===== config.mk =====
export PLATFORM = sky130hd
export DESIGN_NAME = bus_cycle_sequencer
export DESIGN_NICKNAME = d
export VERILOG_FILES = /design/src/rtl/bus_cycle_sequencer.sv
export SDC_FILE = /design/constraint.sdc
export NUM_CORES = 1
export LEC_CHECK = 0
export CORE_MARGIN = 8
export CORE_UTILIZATION = 30
export DETAILED_ROUTE_END_ITERATION = 7
export DONT_BUFFER_PORTS = 1
export GPL_TIMING_DRIVEN = 0
export PLACE_DENSITY = 0.45
export REMOVE_ABC_BUFFERS = 1
export SLEW_MARGIN = 20
export SYNTH_ARGS = -nofsm -noshare
export SYNTH_HDL_FRONTEND = slang
export SYNTH_SLANG_ARGS = --single-unit

===== constraint.sdc =====
create_clock -name clk -period 1.4 [get_ports clk]
set_clock_uncertainty 0.1 [all_clocks]
set_input_delay 0.21 -clock clk [delete_from_list [all_inputs] [get_ports clk]]
set_output_delay 0.21 -clock clk [all_outputs]
set_load 0.005 [all_outputs]

===== src/rtl/bus_cycle_sequencer.sv =====
// Two-port bus cycle sequencer for the multiplexed 8-bit address/data bus.
// Runs T1/T2/TW/T3 cycles; every output is registered from the next state.
module bus_cycle_sequencer #(
  parameter int WAIT_MAX = 15
) (
  input  logic       clk,
  input  logic       reset,
  input  logic       req0,
  input  logic       req1,
  input  logic       we0,
  input  logic       we1,
  input  logic [7:0] addr0,
  input  logic [7:0] addr1,
  input  logic [7:0] wdata0,
  input  logic [7:0] wdata1,
  output logic       gnt0,
  output logic       gnt1,
  output logic       done0,
  output logic       done1,
  output logic [7:0] rdata,
  output logic       err,
  output logic       busy,
  input  logic       ready,
  output logic       ALE,
  output logic       adbd,
  output logic [7:0] addr_bus,
  output logic [7:0] Data_Bus_Out,
  input  logic [7:0] Data_Bus_In,
  output logic       RD_n,
  output logic       WR_n
);

  localparam int CW = (WAIT_MAX < 1) ? 1 : $clog2(WAIT_MAX + 1);
  localparam logic [CW-1:0] WAIT_LIMIT = CW'(WAIT_MAX);

  typedef enum logic [2:0] {IDLE, T1, T2, TW, T3} state_t;

  state_t        state, next_state;
  logic          last_grant;
  logic          cap_we;
  logic [7:0]    cap_wdata;
  logic [CW-1:0] wait_cnt, wait_cnt_next;
  logic          any_req, winner, abort, finish;

  logic       ale_d, adbd_d, rd_n_d, wr_n_d, busy_d, err_d;
  logic       gnt0_d, gnt1_d, done0_d, done1_d;
  logic [7:0] addr_bus_d, dbo_d, rdata_d;

  // Round-robin: on a tie the port that did not win last time gets the bus.
  assign any_req = req0 | req1;
  assign winner  = (req0 & req1) ? ~last_grant : req1;

  always_ff @(posedge clk) begin
    if (reset) begin
      state        <= IDLE;
      last_grant   <= 1'b1;
      wait_cnt     <= '0;
      cap_we       <= 1'b0;
      cap_wdata    <= 8'h00;
      ALE          <= 1'b0;
      adbd         <= 1'b0;
      RD_n         <= 1'b1;
      WR_n         <= 1'b1;
      busy         <= 1'b0;
      err          <= 1'b0;
      gnt0         <= 1'b0;
      gnt1         <= 1'b0;
      done0        <= 1'b0;
      done1        <= 1'b0;
      addr_bus     <= 8'h00;
      Data_Bus_Out <= 8'h00;
      rdata        <= 8'h00;
    end else begin
      state    <= next_state;
      wait_cnt <= wait_cnt_next;
      if (state == IDLE && any_req) begin
        last_grant <= winner;
        cap_we     <= winner ? we1 : we0;
        cap_wdata  <= winner ? wdata1 : wdata0;
      end
      ALE          <= ale_d;
      adbd         <= adbd_d;
      RD_n         <= rd_n_d;
      WR_n         <= wr_n_d;
      busy         <= busy_d;
      err          <= err_d;
      gnt0         <= gnt0_d;
      gnt1         <= gnt1_d;
      done0        <= done0_d;
      done1        <= done1_d;
      addr_bus     <= addr_bus_d;
      Data_Bus_Out <= dbo_d;
      rdata        <= rdata_d;
    end
  end

  always_comb begin
    next_state    = state;
    wait_cnt_next = '0;
    abort         = 1'b0;
    finish        = 1'b0;
    case (state)
      IDLE: if (any_req) next_state = T1;
      T1:   next_state = T2;
      T2: begin
        if (ready) begin
          next_state = T3;
        end else if (WAIT_MAX > 0) begin
          next_state    = TW;
          wait_cnt_next = CW'(1);
        end else begin
          next_state = IDLE;
          abort      = 1'b1;
        end
      end
      TW: begin
        if (ready) begin
          next_state = T3;
        end else if (wait_cnt == WAIT_LIMIT) begin
          next_state = IDLE;
          abort      = 1'b1;
        end else begin
          next_state    = TW;
          wait_cnt_next = wait_cnt + 1'b1;
        end
      end
      T3: begin
        next_state = IDLE;
        finish     = 1'b1;
      end
      default: next_state = IDLE;
    endcase
  end

  // Values for the cycle about to start; last_grant identifies the active port.
  always_comb begin
    ale_d      = 1'b0;
    adbd_d     = 1'b0;
    rd_n_d     = 1'b1;
    wr_n_d     = 1'b1;
    busy_d     = (next_state != IDLE);
    err_d      = 1'b0;
    gnt0_d     = 1'b0;
    gnt1_d     = 1'b0;
    done0_d    = 1'b0;
    done1_d    = 1'b0;
    addr_bus_d = addr_bus;
    dbo_d      = Data_Bus_Out;
    rdata_d    = rdata;
    case (next_state)
      T1: begin
        ale_d      = 1'b1;
        addr_bus_d = winner ? addr1 : addr0;
        gnt0_d     = ~winner;
        gnt1_d     = winner;
      end
      T2, TW: begin
        rd_n_d = cap_we;
        wr_n_d = ~cap_we;
        adbd_d = cap_we;
        if (cap_we) dbo_d = cap_wdata;
      end
      T3: begin
        rd_n_d = cap_we;
        adbd_d = cap_we;
      end
      IDLE: begin
        if (finish || abort) begin
          done0_d = ~last_grant;
          done1_d = last_grant;
          err_d   = abort;
          if (abort) rdata_d = 8'h00;
          else if (!cap_we) rdata_d = Data_Bus_In;
        end
      end
      default: ;
    endcase
  end

endmodule


# Word level (Yosys, flattened, before mapping)

Cells that the tools add are included.
W data, S select, Z words.

Output and inout port bits: 34
Logic and storage cells: 72
Register bits: 51

Bitwise operators: 10
Equality and inequality tests: 10
Muxes and demuxes: 20
Reduce and logical (&&, ||, !) cells: 13
Add/subtract/negate cells: 1

Operators with widths:

| cell                  | number |
|---|---|
| $mux W8               | 4 |
| $eq A3 B2 Y1 const B  | 4 |
| $pmux W3 S4           | 1 |
| $mux W3               | 3 |
| $mux W1               | 8 |
| $mux W4               | 2 |
| $not A1 Y1            | 8 |
| $pmux W4 S2           | 1 |
| $reduce_or A2 Y1      | 4 |
| $eq A3 B1 Y1 const B  | 2 |
| $eq A3 B3 Y1 const B  | 2 |
| $logic_not A3 Y1      | 2 |
| $reduce_or A3 Y1      | 2 |
| $add A4 B1 Y4 const B | 1 |
| $eq A4 B4 Y1 const B  | 1 |
| $reduce_and A3 Y1     | 1 |
| $reduce_bool A3 Y1    | 1 |
| $mux W2               | 1 |
| $ne A2 B1 Y1 const B  | 1 |
| $reduce_and A2 Y1     | 1 |
| $and A1 B1 Y1         | 1 |
| $logic_and A1 B1 Y1   | 1 |
| $logic_or A1 B1 Y1    | 1 |
| $or A1 B1 Y1          | 1 |

# Depth between registers and ports, before layout

Gate-level depths: netlist (run 1).

Word-level depth: 8
Depth in mapped cells: 6
Depth with buffers taken out: 4

# Worst setup path before layout (run 1)

Ideal clock, no wire load.

Kind: reg2reg
Start: reg wait_cnt[0]
End: reg Data_Bus_Out[0]
Path buffers: 1
Period minus slack after synthesis: 1.369 ns
Required time: 1.181 ns
Path slack: 0.031 ns
Stages on the path, launching flop included: 6
Arrival: 1.150 ns
Cells stage by stage: dfxtp_1 ha_1 nand3_1 o2111a_1 buf_6 mux2i_1

Longest elaborated chain between the ends: 7
Elaborated cells on any way between the ends: 8
Classes of those cells: eq/ne (3); mux (3); reduce/logical (2)

Ends and longest elaborated chain:

| element                       | RTL line | RTL |
|---|---|---|
| start: declaration            | 42       | `logic [CW-1:0] wait_cnt, wait_cnt_next;` |
| start signal: assignment      | 75       | `wait_cnt <= wait_cnt_next;` |
| $eq A4 B4 Y1 *                | 119      | `end else if (wait_cnt == WAIT_LIMIT) begin` |
| $mux W2 *                     | 119      |  |
| $mux W3 *                     | 117      | `if (ready) begin` |
| $pmux W3 S4 *                 | 102      | `case (state)` |
| $eq A3 B2 Y1                  | 150      | `case (next_state)` |
| $reduce_or A2 Y1 *            | -        |  |
| $reduce_and A2 Y1 (no line) * | -        |  |
| end signal: assignment        | 92       | `Data_Bus_Out <= dbo_d;` |
| end: declaration              | 27       | `output logic [7:0] Data_Bus_Out,` |

Mark *: on every way between the ends. The rest lies on a longest branch, timed or not.
A chain may end at the register's enable or synchronous reset.

# Worst setup path after layout (run 1)

Start: reg wait_cnt[1]
End: reg Data_Bus_Out[6]

The elaborated chain is that of the path after synthesis.

==> results.cfg, run 1 <==
[route]
vias = 1665
viasPerCell = 4.90
drc_errors = 0
drt-initial-drc-count = 30
drt_wl_total_um = 6050
drt_pass1_iterations = 4
drt-wirelength-per-cell_um = 17.8
ant_nets = 0

[sta]
tightest_slew_ns = 0.799
whs_ns = 0.00621
fin_crit_ns = 1.40
max_freq_mhz = 716
rsz0062_at_grt = yes
finalHoldViolations = 0
setup_violations = 0
fin_crit_sh_pct = 99.8
drv_slew = 0
slew_headroom_pct = 46.8

[logic_synthesis]
yosys.area.top_type = dfxtp_1
synth_cells = 223
synth_area_leaders = dfxtp_1, mux2i_1, a21oi_1
synth_top_area_share_pct = 47.0
synth_edf_count = 0
synth_ff_type = dfxtp_1
ys_ff_latch = 51
synth.avg_cell_area_um2 = 9.73
ys_types = 39
synthArstFlopShare_pct = 0
yosysWarningCount = 0
yosysSeqAreaShare_pct = 47.0
synth_area_um2 = 2170

[floorplanning]
die_w_um = 101
die_h_um = 101
core_area_um2 = 7140
rows = 31
dieArea_um2 = 10200
io_pins = 81
initial_core_util_pct = 30.4

[final_layout]
layout_common_cells = dfxtp_1, nand2_1, a21oi_1
n_antenna_cell = 0
fin_nets = 289
post-route-util_pct = 37.3
stdcell_area_um2 = 2670
mostFrequentLayoutCell = dfxtp_1
syn_to_final_growth_pct = 22.8
fillers = 769
drive_above_1_share_pct = 24.1
stdcell_count = 340

[hold_path]
hp-class = input pin to flop
worstHoldStart = req1
holdPathEnd = last_grant
min_path_cells = 2

[critical_path]
rr_worst_depth = 5
worstPathArrival_ns = 1.49
path_class = flop to flop
worstPathRequired_ns = 1.49
slowest_stage = dfxtp_2
path_max_fanout = 8
cp_cell_sequence = ha_4, nand3_4, o2111a_2, buf_12, mux2i_1
end_kind = flop
regToRegSetupSlack_ns = 0.003
crit_path_max_incr_delay_ns = 0.36
startpoint_type = flop
r2r_end = Data_Bus_Out[6]
r2r_start = wait_cnt[1]

[placement]
gp_congestion = 0.707
placed_cells = 305
detailed_place_hpwl_um = 3660
port_buffers = 0
place_area_um2 = 2190

[global_route]
antenna_found_initial = 0
grt_pass1_wl_um = 9110
grt_max_degree = 26
track_usage_pct = 11.3
overflow = 0
grt_pass1_vias = 1685

[power]
combPwrFrac_pct = 19.5
leakage_uw = 0.000935
vdd_drop_max_mv = 0.533
power.total_uw = 3160
intPower_uw = 2260
power.density_nw_per_um2 = 1190
switching_share_pct = 28.6
sequentialPowerShare_pct = 52.8
power_frac_clock_pct = 27.6
p_sw_uw = 904

[run_status]
status = complete, no violations

[clock_network]
ctsLongestPathBuffers = 2
clock_sinks = 51
cts-buffers-inserted = 5
root_buffer = clkbuf_8
insertion_delay_ns = 0.30
clk_pin_slew_ns = 0.10
cts_tree = built
htree_levels = 2

[run]
drv_cap = 0
[flip-flops by register name, summed over array words and instances, names as in the netlist, 3 cells and up]
register,cells
wait_cnt,4
Data_Bus_Out,8
state,3
addr_bus,8
cap_wdata,8
rdata,8
[cell type report]
| class | count | area, um^2 | share of cell area (%) |
|---|---|---|---|
| Timing Repair Buffer | 26 | 259 | 9.72 |
| Tap cell | 99 | 124 | 4.65 |
| Sequential cell | 51 | 1040 | 39.0 |
| Multi-Input combinational cell | 154 | 1140 | 42.9 |
| Inverter | 3 | 11.3 | 0.423 |
| Clock inverter | 1 | 5.00 | 0.188 |
| Clock buffer | 6 | 82.6 | 3.10 |
[worst max-delay path by stage]
stage / start / end
6_report: wait_cnt[1] / Data_Bus_Out[6]
5_1_grt: state[1] / addr_bus[5]
4_1_cts: wait_cnt[0] / Data_Bus_Out[6]
3_5_place_dp: state[1] / addr_bus[0]
3_3_place_gp: state[1] / gnt1
2_1_floorplan: state[1] / gnt1
[synthesized netlist by cell type (2+ instances only)]
library cell  number
clkbuf_1           2
and3_1             6
a211oi_2          10
a211oi_1           7
a21oi_1           27
dfxtp_1           51
nand3_1            3
inv_1              2
nand2_1           36
o21ai_0            3
nor3b_1            2
or2_1              2
mux2i_1           25
nor3_1             6
buf_4              2
nor2_1             5
buf_2              8
buf_6              3
nor2b_1            3
[cells by family after synthesis]
family | Yosys count | synth area share [%]
AND/OR/NAND/NOR | 71 | 16.7
AO/OA/AOI/OAI | 53 | 17.6
XOR/XNOR | 2 | 0.807
adder cells (fa/ha/maj) | 1 | 0.576
multiplexers | 25 | 11.5
flip-flops | 51 | 47.0
buffers and inverters | 20 | 5.82
[critical path: cells and delay by family (launching register included)]
family / cells / cell delay, ns
flops: 1 / 0.36
simple gates: 1 / 0.10
compound gates: 1 / 0.29
mux: 1 / 0.11
fa+ha+maj: 1 / 0.17
buf+inv: 1 / 0.15
[routing by layer]
metal | vias to the layer above | wire (um) | GRT usage (%)
li1 | 825 | - | -
met1 | 775 | 2890 | 15.0
met2 | 61 | 2590 | 16.2
met3 | 4 | 551 | 4.56
met4 | 0 | 23 | 2.75
met5 | - | 0 | 0
[per-stage QoR]
| stage | setup slack (ns) | TNS (ns) |
|---|---|---|
| finish | 0.00257 | 0 |
| global route | -0.0578 | -0.466 |
| CTS | 0.00408 | 0 |
| detailed placement | -1.13 | -25.95 |
| global placement | -1.51 | -33.82 |
| floorplan | -0.721 | -14.02 |
[repair_timing]
action / CTS / global route
buffers inserted: 10 / 5
setup endpoints to repair: 42 / 33
gates cloned: 1 / 1
hold endpoints to repair: 33 / 1
resized for setup: 18 / 15
pin swaps: 6 / 4
hold buffers: 10 / 1
[power by group through the flow]
stage	clock network, uW	logic [uW]	registers [uW]
2_1_floorplan	0	339	1670
3_3_place_gp	0	419	1710
3_5_place_dp	0	426	1710
4_1_cts	910	563	1680
5_1_grt	969	678	1690
6_report	874	617	1670
No activity file was read; power rests on OpenSTA's default activity.
==> run 2, diff against run 1 <==
ABC_CLOCK_PERIOD_IN_PS = 1400   (was unset)
CAP_MARGIN = 20   (was unset)
SETUP_SLACK_MARGIN = 0.3   (was unset)
==> results.cfg, run 2 (synthesis gave the netlist of run 1 again) <==
[run_status]
status = finished with violations
violations = negative hold slack, negative setup slack

[sta]
fin_crit_sh_pct = 100
slew_headroom_pct = 48.9
rsz0062_at_grt = yes
max_freq_mhz = 714
setup_violations = 1
finalHoldViolations = 25
whs_ns = -0.145
worst_slack_ns = -0.000599
fin_crit_ns = 1.40
tightest_slew_ns = 0.767
drv_slew = 0

[route]
drt-wirelength-per-cell_um = 17.3
drt-initial-drc-count = 44
drc_errors = 0
viasPerCell = 4.96
vias = 1685
drt_wl_total_um = 5880
drt_pass1_iterations = 4
ant_nets = 0

[power]
power.total_uw = 3190
vdd_drop_max_mv = 0.458
power.density_nw_per_um2 = 1160
leakage_uw = 0.000945

[final_layout]
layout_common_cells = dfxtp_1, nand2_1, a21oi_1
multi_input_area_um2 = 1190
mostFrequentLayoutCell = dfxtp_1
n_antenna_cell = 0
stdcell_count = 340
fillers = 766
regArea_um2 = 1040
syn_to_final_growth_pct = 26.6
fin_nets = 289
stdcell_area_um2 = 2750
drive_above_1_share_pct = 29.5

[floorplanning]
initial_core_util_pct = 30.4
die_h_um = 101
core_area_um2 = 7140
dieArea_um2 = 10200
die_w_um = 101
rows = 31
io_pins = 81

[global_route]
grt_pass1_vias = 1725
overflow = 0
grt_max_degree = 29
track_usage_pct = 11.5
antenna_found_initial = 0
grt_pass1_wl_um = 9320

[clock_network]
cts_tree = built
clk_pin_slew_ns = 0.10
cts-buffers-inserted = 5
ctsLongestPathBuffers = 2
htree_levels = 2
root_buffer = clkbuf_8
ctsHoldBuffers = 9
insertion_delay_ns = 0.30
clock_sinks = 51

[placement]
detailed_place_hpwl_um = 3660
gp_congestion = 0.707
port_buffers = 0
place_area_um2 = 2190
placed_cells = 305

[hold_path]
min_path_cells = 1
hp-class = input pin to flop

[critical_path]
worstPathRequired_ns = 1.49
startpoint_type = flop
worstPathArrival_ns = 1.49
path_class = flop to flop
end_kind = flop
rr_worst_depth = 5
path_max_fanout = 8

[run]
drv_cap = 0
[run 2: path summary, 6_finish.rpt]
path,start,slack (ns),endpoint
max,wait_cnt[0],-0.0006,Data_Bus_Out[6]
min,reset,-0.15,cap_wdata[2]
max reg2reg,wait_cnt[0],-0.0006,Data_Bus_Out[6]
min reg2reg,cap_wdata[7],0.36,Data_Bus_Out[7]
[run 2: per-layer routing]
| metal | wire length (um) | track usage [%] | vias up |
|---|---|---|---|
| li1 | - | - | 825 |
| met1 | 2740 | 15.0 | 791 |
| met2 | 2530 | 16.8 | 62 |
| met3 | 562 | 5.11 | 7 |
| met4 | 44 | 2.75 | 0 |
| met5 | 0 | 0 | - |
[run 2: what timing repair did]
item                                    CTS  global route
hold endpoints to repair                 34            25
endpoints found under the setup margin   50            50
cloned                                    1             0
buffers inserted                         17             1
pin swaps                                24             9
resized for setup                        34            18
[run 2: stage by stage]
step / TNS [ns] / util, % / worst slack, ns
floorplan: -14.02 / - / -0.721
global placement: -33.82 / 30.5 / -1.51
detailed placement: -25.95 / 30.7 / -1.13
CTS: 0 / 37.2 / 0.0285
global route: -0.721 / 38.5 / -0.0604
finish: -0.000599 / 38.5 / -0.000599
[run 2: final cells by class]
type	instances	area share [%]
inverter	3	0.410
clock buffer	6	3.01
timing repair buffer	27	10.5
sequential	51	38.0
multi-input combinational	153	43.4
tap	99	4.51
clock inverter	1	0.182
[run 2: power by group]
group | leakage (uW) | switching (uW) | internal [uW] | total [uW]
Clock | 0.0000470 | 479 | 389 | 868
Sequential | 0.000422 | 107 | 1570 | 1670
Combinational | 0.000477 | 305 | 346 | 651
Total | 0.000945 | 890 | 2300 | 3190
[run 2: critical path: stages, from the launching register on]
cell and delay, ns:
dfxtp_4 0.38, ha_4 0.16, nand3_4 0.10, o2111a_2 0.29
buf_12 0.15, mux2i_1 0.11
==> run 3, diff against run 2 <==
--- a/config.mk
+++ b/config.mk
@@ -7,2 +7,3 @@
 export LEC_CHECK = 0
+export ABC_AREA = 1
 export ABC_CLOCK_PERIOD_IN_PS = 1400
==> constraint.sdc (replaced) <==
create_clock -name clk -period 1.4 [get_ports clk]
set_clock_uncertainty 0.1 [all_clocks]
set_input_delay 0.28 -clock clk [delete_from_list [all_inputs] [get_ports clk]]
set_output_delay 0.28 -clock clk [all_outputs]
set_load 0.005 [all_outputs]
==> results.cfg, run 3 <==
[run_status]
status = finished with violations
violations = negative setup slack

[final_layout]
drive_above_1_share_pct = 35.2
stdcell_area_um2 = 2820
n_antenna_cell = 0
mostFrequentLayoutCell = nand2_1
stdcell_count = 389
syn_to_final_growth_pct = 30.3
fin_nets = 337
layout_common_cells = nand2_1, dfxtp_1, nor2_1

[global_route]
overflow = 0
grt_max_degree = 38
antenna_found_initial = 0
grt_pass1_wl_um = 10300
track_usage_pct = 13.0
grt_pass1_vias = 1943

[floorplanning]
die_h_um = 101
dieArea_um2 = 10200
die_w_um = 101
io_pins = 81
initial_core_util_pct = 30.3
rows = 31
core_area_um2 = 7140

[logic_synthesis]
yosys.area.top_type = dfxtp_1
yosysSeqAreaShare_pct = 47.1
synth_top_area_share_pct = 47.1
synth_area_um2 = 2170
synth_edf_count = 0
synth_ff_type = dfxtp_1
synthArstFlopShare_pct = 0
synth.most_common_cell = nand2_1
synth.avg_cell_area_um2 = 8.14
ys_types = 29
ys_ff_latch = 51
synth_area_leaders = dfxtp_1, nand2_1, a21oi_2
yosysWarningCount = 0
yosys-top-cells-count = nand2_1, dfxtp_1, nor2_1, a21oi_2, o21ai_0
synth_cells = 266

[hold_path]
holdPathEnd = cap_wdata[0]
worstHoldStart = wdata1[0]
min_path_cells = 2
hp-class = input pin to flop

[power]
p_sw_uw = 1140
power.density_nw_per_um2 = 1250
power_frac_clock_pct = 24.3
leakage_uw = 0.00112
vdd_drop_max_mv = 0.483
power.total_uw = 3530
combPwrFrac_pct = 25.8
sequentialPowerShare_pct = 50.0
intPower_uw = 2400
switching_share_pct = 32.2

[critical_path]
path_class = flop to flop
cp_num_buf_inv = 1
path_max_fanout = 8
cp_common_cell = nand3_4
end_kind = flop
cp_cell_sequence = ha_4, nand3_4, nand3_4, nand3_4, buf_12, nand3_1, nand2_1, nor2_1
crit_family = simple AND/OR/NAND/NOR gates
slowest_stage = dfxtp_2
regToRegSetupSlack_ns = -0.003
r2r_end = Data_Bus_Out[1]
worstPathRequired_ns = 1.54
startpoint_type = flop
r2r_start = wait_cnt[0]
rr_worst_depth = 8
worstPathArrival_ns = 1.54
crit_path_max_incr_delay_ns = 0.36

[route]
drc_errors = 0
viasPerCell = 4.82
drt-initial-drc-count = 38
vias = 1875
drt-wirelength-per-cell_um = 17.1
drt_pass1_iterations = 4
drt_wl_total_um = 6650
ant_nets = 0

[clock_network]
root_buffer = clkbuf_8
insertion_delay_ns = 0.30
cts-buffers-inserted = 5
cts_tree = built
ctsLongestPathBuffers = 2
clock_sinks = 51
htree_levels = 2
clk_pin_slew_ns = 0.09

[sta]
max_freq_mhz = 713
tightest_slew_ns = 0.539
whs_ns = 0.0113
worst_slack_ns = -0.00340
rsz0062_at_grt = yes
fin_crit_sh_pct = 100
drv_slew = 0
fin_crit_ns = 1.40
finalHoldViolations = 0
setup_violations = 1
slew_headroom_pct = 64.0

[placement]
gp_congestion = 0.735
detailed_place_hpwl_um = 3850
placed_cells = 350
place_area_um2 = 2190
port_buffers = 0

[run]
drv_cap = 0
## run 3: changes by cell type in the layout (fill, tap and decap cells not counted), sizes merged, moves of 8 or more
cell / before / now
a211oi: 17 / 0
buf: 18 / 26
dlygate4sd3: 9 / 0
inv: 2 / 17
mux2i: 25 / 0
nand2: 36 / 56
nand3: 3 / 14
nor2: 5 / 35
o21ai: 3 / 28
## run 3: how the worst max path moves through the flow
stage | startpoint | cells after the start | end
detailed placement | reset | 3 | adbd
CTS | wait_cnt[1] | 8 | Data_Bus_Out[5]
floorplan | state[1] | 6 | cap_wdata[0]
global route | wait_cnt[0] | 8 | Data_Bus_Out[0]
global placement | state[1] | 6 | cap_wdata[1]
finish | wait_cnt[0] | 8 | Data_Bus_Out[1]
## run 3: cells by family (layout without fill, tap and decap cells)
family / Yosys count / after routing / synth area share [%]
and+or+nand+nor: 107 / 109 / 22.5
AOI/OAI and AO/OA: 73 / 74 / 21.4
DFF: 51 / 51 / 47.1
buffers and inverters: 33 / 54 / 7.97
adders and majority gates: 1 / 1 / 0.578
xor gates and xnor gates: 1 / 1 / 0.404
## run 3: per-stage QoR
stage	TNS, ns	setup slack, ns	utilization, %
floorplan	-5.57	-0.318	-
global placement	-26.42	-0.865	30.6
detailed placement	-18.47	-0.522	30.7
CTS	-0.0461	-0.0108	37.7
global route	-1.30	-0.0871	39.5
finish	-0.00340	-0.00340	39.5
## run 3: layout make-up
class                           instances  area [um^2]
Inverter                               18         76.3
Clock buffer                            7         76.3
Timing Repair Buffer                   27          344
Clock inverter                          1         5.00
Timing Repair inverter                  1         11.3
Tap cell                               99          124
Multi-Input combinational cell        185         1140
Fill cell                             782         4320
Sequential cell                        51         1050
## run 3: routing by layer
| metal | wire [um] | vias up | global-route usage, % |
|---|---|---|---|
| met5 | 0 | - | 0 |
| met4 | 57 | 0 | 3.09 |
| met3 | 718 | 6 | 6.28 |
| met2 | 3070 | 66 | 21.5 |
| met1 | 2810 | 872 | 14.6 |
| li1 | - | 931 | - |
## run 3: power by group through the flow
stage,registers [uW],clock network [uW],logic [uW]
floorplan,1730,0,395
global placement,1780,0,500
detailed placement,1790,0,507
CTS,1760,892,817
global route,1790,938,1000
finish,1760,856,910
## run 3: what timing repair did
| item | 4_1_cts | 5_1_grt |
|---|---|---|
| pin swaps | 14 | 18 |
| gates resized for setup | 45 | 27 |
| setup buffers | 20 | 4 |
| gates cloned | 5 | 1 |
| hold buffers | 1 | 0 |
| hold endpoints to repair | 8 | 0 |
| endpoints found under the setup margin | 52 | 57 |
